File: config.mk
export PLATFORM = sky130hd
export DESIGN_NAME = decode_issue_stage
export DESIGN_NICKNAME = d
export VERILOG_FILES = /design/src/rtl/decode_issue_stage.sv
export SDC_FILE = /design/constraint.sdc
export NUM_CORES = 2
export LEC_CHECK = 0
export CAP_MARGIN = 5
export CORE_MARGIN = 2
export CORE_UTILIZATION = 51
export DETAILED_ROUTE_END_ITERATION = 6
export PLACE_DENSITY = 0.69
export SLEW_MARGIN = 5
export SYNTH_ARGS = -nofsm -noshare
export SYNTH_HDL_FRONTEND = slang
export SYNTH_SLANG_ARGS = --single-unit
File: constraint.sdc
create_clock -name clk -period 25.8 [get_ports clk]
set_clock_uncertainty 0.05 [all_clocks]
set_input_delay 7.74 -clock clk [delete_from_list [all_inputs] [get_ports clk]]
set_output_delay 7.74 -clock clk [all_outputs]
set_load 0.02 [all_outputs]
File: src/rtl/decode_issue_stage.sv
// Decode/issue stage: register file with write-through reads, a 2-bit pending-write
// scoreboard, optional EX-to-decode forwarding and a single issue register with backpressure.
module decode_issue_stage #(
  parameter int XLEN     = 32,
  parameter int NUM_REGS = 32,
  parameter int FORWARD  = 1,
  localparam int RW      = (NUM_REGS > 1) ? $clog2(NUM_REGS) : 1
) (
  input  logic            clk,
  input  logic            rst,
  input  logic            flush,
  input  logic            in_valid,
  output logic            in_ready,
  input  logic [XLEN-1:0] in_pc,
  input  logic [XLEN-1:0] in_imm,
  input  logic [RW-1:0]   in_rs1,
  input  logic [RW-1:0]   in_rs2,
  input  logic [RW-1:0]   in_rd,
  input  logic            in_reg_write,
  input  logic            in_is_load,
  input  logic            wb_enable,
  input  logic [RW-1:0]   wb_idx,
  input  logic [XLEN-1:0] wb_data,
  output logic            out_valid,
  input  logic            out_ready,
  output logic [XLEN-1:0] out_rs1_val,
  output logic [XLEN-1:0] out_rs2_val,
  output logic [XLEN-1:0] out_imm,
  output logic [XLEN-1:0] out_jump_addr,
  output logic [RW-1:0]   out_rd,
  output logic            out_reg_write,
  output logic            out_is_load,
  output logic            out_fwd1,
  output logic            out_fwd2,
  output logic [31:0]     stall_count
);

  logic [XLEN-1:0] regs         [NUM_REGS];
  logic [1:0]      pending      [NUM_REGS];
  logic [1:0]      pending_next [NUM_REGS];

  // Out-of-range indices behave exactly like x0.
  function automatic logic [RW-1:0] map_idx(input logic [RW-1:0] idx);
    return (int'(idx) < NUM_REGS) ? idx : '0;
  endfunction

  logic [RW-1:0]   rs1, rs2, rd, wb_ix;
  logic            wb_hit1, wb_hit2, fwd1, fwd2, hazard1, hazard2;
  logic            issue, flush_drop;
  logic [XLEN-1:0] rs1_val, rs2_val;
  logic [2:0]      cnt;

  assign rs1   = map_idx(in_rs1);
  assign rs2   = map_idx(in_rs2);
  assign rd    = map_idx(in_rd);
  assign wb_ix = map_idx(wb_idx);

  // A writeback landing this cycle satisfies one pending write, so a consumer
  // waiting only on that write may issue with the write-through value.
  always_comb begin
    wb_hit1 = wb_enable && (wb_ix == rs1) && (rs1 != '0);
    wb_hit2 = wb_enable && (wb_ix == rs2) && (rs2 != '0);
    rs1_val = (rs1 == '0) ? '0 : (wb_hit1 ? wb_data : regs[rs1]);
    rs2_val = (rs2 == '0) ? '0 : (wb_hit2 ? wb_data : regs[rs2]);
    fwd1 = (FORWARD != 0) && (rs1 != '0) && (pending[rs1] != 2'd0) && out_valid &&
           out_reg_write && !out_is_load && (out_rd == rs1);
    fwd2 = (FORWARD != 0) && (rs2 != '0) && (pending[rs2] != 2'd0) && out_valid &&
           out_reg_write && !out_is_load && (out_rd == rs2);
    hazard1 = (rs1 != '0) && !fwd1 && (pending[rs1] > {1'b0, wb_hit1});
    hazard2 = (rs2 != '0) && !fwd2 && (pending[rs2] > {1'b0, wb_hit2});
    in_ready = !flush && !hazard1 && !hazard2 && (!out_valid || out_ready) &&
               (pending[rd] != 2'd3);
    issue = in_valid && in_ready;
    flush_drop = flush && out_valid && out_reg_write && !out_ready && (out_rd != '0);
  end

  // Decrements never underflow: a writeback to a register with nothing pending is a no-op.
  always_comb begin
    cnt = '0;
    pending_next[0] = '0;
    for (int i = 1; i < NUM_REGS; i++) begin
      cnt = {1'b0, pending[i]};
      if (issue && in_reg_write && (int'(rd) == i)) cnt = cnt + 3'd1;
      if (wb_enable && (int'(wb_ix) == i) && (cnt != 3'd0)) cnt = cnt - 3'd1;
      if (flush_drop && (int'(out_rd) == i) && (cnt != 3'd0)) cnt = cnt - 3'd1;
      pending_next[i] = cnt[1:0];
    end
  end

  always_ff @(posedge clk) begin
    if (!rst && wb_enable && (wb_ix != '0)) regs[wb_ix] <= wb_data;
  end

  always_ff @(posedge clk) begin
    if (rst) begin
      out_valid     <= 1'b0;
      out_rs1_val   <= '0;
      out_rs2_val   <= '0;
      out_imm       <= '0;
      out_jump_addr <= '0;
      out_rd        <= '0;
      out_reg_write <= 1'b0;
      out_is_load   <= 1'b0;
      out_fwd1      <= 1'b0;
      out_fwd2      <= 1'b0;
      stall_count   <= '0;
      for (int i = 0; i < NUM_REGS; i++) pending[i] <= '0;
    end else begin
      pending <= pending_next;
      if (issue) begin
        out_valid     <= 1'b1;
        out_rs1_val   <= rs1_val;
        out_rs2_val   <= rs2_val;
        out_imm       <= in_imm;
        out_jump_addr <= in_pc + in_imm;
        out_rd        <= rd;
        out_reg_write <= in_reg_write;
        out_is_load   <= in_is_load;
        out_fwd1      <= fwd1;
        out_fwd2      <= fwd2;
      end else if (flush || out_ready) begin
        out_valid <= 1'b0;
      end
      if (in_valid && !in_ready && !flush && (stall_count != 32'hFFFF_FFFF))
        stall_count <= stall_count + 32'd1;
    end
  end

endmodule

==> results.json <==
{
  "holdWs_ns": 0.3997,
  "vdd_drop_max_uv": 71.24,
  "cp_max_fo": 65,
  "critPathLaunchType": "input pin",
  "design_area_um2": 75100,
  "dpl-instance-area_um2": 70660,
  "cts_made_buffers": 136,
  "cts_tree": "yes",
  "cts.clk_slew.worst_paths_ns": 0.06,
  "maxCapViolations": 0,
  "drc": 0,
  "ctsHtreeMaxLevel": 4,
  "synth_cell_types": 93,
  "min_period_ns": 20.29,
  "crit_slowest_cell": "buf_4",
  "fin_tns_setup_ns": 0,
  "fill_cells": 9647,
  "multiInputGateArea_um2": 29310,
  "status": "finished clean",
  "antenna_found_initial": 10,
  "critical-path-top-delay-family": "buffers and inverters",
  "fmax_ghz": 0.04929,
  "grt_pass1_vias": 42751,
  "synthTopCellsByCount": "1024 x edfxtp_1, 670 x mux4_2, 429 x nand2_1",
  "final-seq-area_um2": 35390,
  "nNetsFinal": 4850,
  "routed-via-count": 43468,
  "setup_ws_ns": 5.512,
  "area_growth_pct": 14.07,
  "grt_usage_pct": 30.04,
  "routed_wl_um": 198000,
  "slew_headroom_pct": 22.93,
  "routedWlPerCell_um": 31.21,
  "worstPathRequired_ns": 18.01,
  "num_rows": 131,
  "synth_top_area_share_pct": 46.70,
  "yosys.area.top_type": "edfxtp_1",
  "yosysMostFrequentCell": "edfxtp_1",
  "drv_slew": 0,
  "drt_iter0_drc": 5461,
  "place_congestion": 0.9398,
  "hold_viol": 0,
  "path_buf_inv": 5,
  "rsz0062_at_grt": "false",
  "worstMarginPinSlew_ns": 1.152,
  "async_flop_share_pct": 0,
  "end_kind": "output pin",
  "grt_max_degree": 99,
  "cpPeakStageDelay_ns": 0.83,
  "die_w_um": 363.3,
  "fp.dieArea_um2": 132000,
  "io_pins": 295,
  "fin_crit_sh_pct": 78.64,
  "portBuffers": 294,
  "dp_worst_setup_slack_ns": 5.541,
  "arrival_ns": 12.50,
  "core_um2": 127800,
  "grt_pass1_wl_um": 288300,
  "finalSetupViolCount": 0,
  "die_y_um": 363.3,
  "reg2reg_slack_ns": 19.37,
  "clock_path_buffers": 3,
  "hpwlAfterDp_um": 111900,
  "syn_area_per_cell_um2": 15.20,
  "crit_top_cell": "buf_4",
  "powerDensity_nw_per_um2": 61.53,
  "netlist_area_um2": 65840,
  "postCtsSetupBuffers": 0,
  "netlist_instances": 4332,
  "drtAntennaViolNets": 0,
  "cts_sinks": 1256,
  "power.total_mw": 4.621,
  "start_util_pct": 51.50,
  "synth_area_leaders": "edfxtp_1 47%, mux4_2 23%, dfxtp_1 7.1%",
  "ys_warn_count": 0,
  "post_cts_resized": 0,
  "cts_root_buf": "clkbuf_16",
  "insertion_delay_ns": 0.79,
  "drive_above_1_share_pct": 24.33,
  "worstHoldPathType": "register to register",
  "path_cells": "buf_4, or2_2, or4_2, nand4_1, buf_4, inv_1, ha_1, or2_2, a21o_1, o211ai_4, buf_4, nor2_1, clkdlybuf4s50_1",
  "vias_per_cell": 6.852,
  "grt_overflow": 0,
  "synth-seq-cells": 1256,
  "dr.pass1.iters": 7,
  "synth_ff_type": "edfxtp_1",
  "seq_area_frac_synth_pct": 53.76,
  "cts_hold_buf": 0,
  "critPathKind": "input pin to output pin",
  "cellLeakagePower_nw": 24.22,
  "synth_edf_count": 1024
}
-- stage by stage --
step                      instances  utilization, %
final                          6344           58.74
after global routing           6339           58.73
after CTS                      6336           58.73
after detailed placement       6091           55.27
after global placement         6091           55.27
after floorplan                4363               -
-- power by group --
group	internal (mW)	switching, mW
clock	1.11	0.835
combinational	0.194	0.257
sequential	2.21	0.0120
total	3.52	1.10
-- final timing paths --
check	start	to	depth (start not counted)
max reg2reg	pending[8]	pending[34]	20
min	out_jump_addr[26]	out_jump_addr[26]	2
min reg2reg	out_jump_addr[26]	out_jump_addr[26]	2
max	in_rs2[4]	in_ready	13
-- sequential cells by signal, summed over array words and instances, names as in the netlist, 5 cells and up --
name / cells
out_jump_addr: 32
regs: 1024
out_rs2_val: 32
pending: 62
out_imm: 32
out_rd: 5
out_rs1_val: 32
stall_count: 32
-- worst register-to-register path, stage by stage, from the launching register on --
cell and delay, ns:
dfxtp_1 0.43, mux4_2 0.51, mux2i_1 0.18, o32a_1 0.20, and3_1 0.19, ha_1 0.23
or2_2 0.27, a21o_1 0.22, o211ai_4 0.17, buf_4 0.58, buf_4 0.72, o31a_1 0.33
nor2_1 0.06, ha_1 0.22, ha_1 0.19, nor3_1 0.54, xnor3_1 0.47, ha_1 0.21
a31oi_1 0.30, a21o_1 0.18, mux2i_1 0.07
-- cells by family (layout without fill, tap and decap cells) --
| family | after synthesis | count (layout) | synth area share [%] |
|---|---|---|---|
| DFF | 1256 | 1256 | 53.76 |
| and+or+nand+nor | 1078 | 1078 | 8.250 |
| muxes | 783 | 783 | 24.71 |
| AOI/OAI and AO/OA | 581 | 581 | 5.910 |
| buffers and inverters | 367 | 678 | 2.370 |
| adders and majority gates | 159 | 159 | 3.033 |
| xor gates and xnor gates | 107 | 107 | 1.967 |
| other | 1 | 40 | 0.005696 |
-- routing by layer --
metal | share of wire, % | track usage, %
met3 | 11 | 7.023
met1 | 37 | 40.36
met4 | 4.2 | 11.99
met2 | 47 | 47.64
met5 | 0.023 | 0
-- layout make-up --
type	instances	share of cell area (%)
flip-flops and latches	1256	47.13
multi-input cells	2740	39.02
repair buffers	402	5.011
clock buffers	171	4.903
well taps	1662	2.769
clock inverters	74	0.9813
inverters	31	0.1566
diodes	8	0.02666
-- cells in the final DEF (no fill, tap or decap), drive strengths merged, types with 44 or more instances in the layout --
cell	n
nor3	125
clkinv	53
nand3	132
edfxtp	1024
o21ai	95
clkbuf	171
a21oi	216
xnor2	61
mux4	670
nand2	430
mux2i	96
dfxtp	232
ha	158
o2111ai	83
or3	44
clkdlybuf4s50	282
buf	120
nor2	143
No activity file was read; power rests on OpenSTA's default activity.
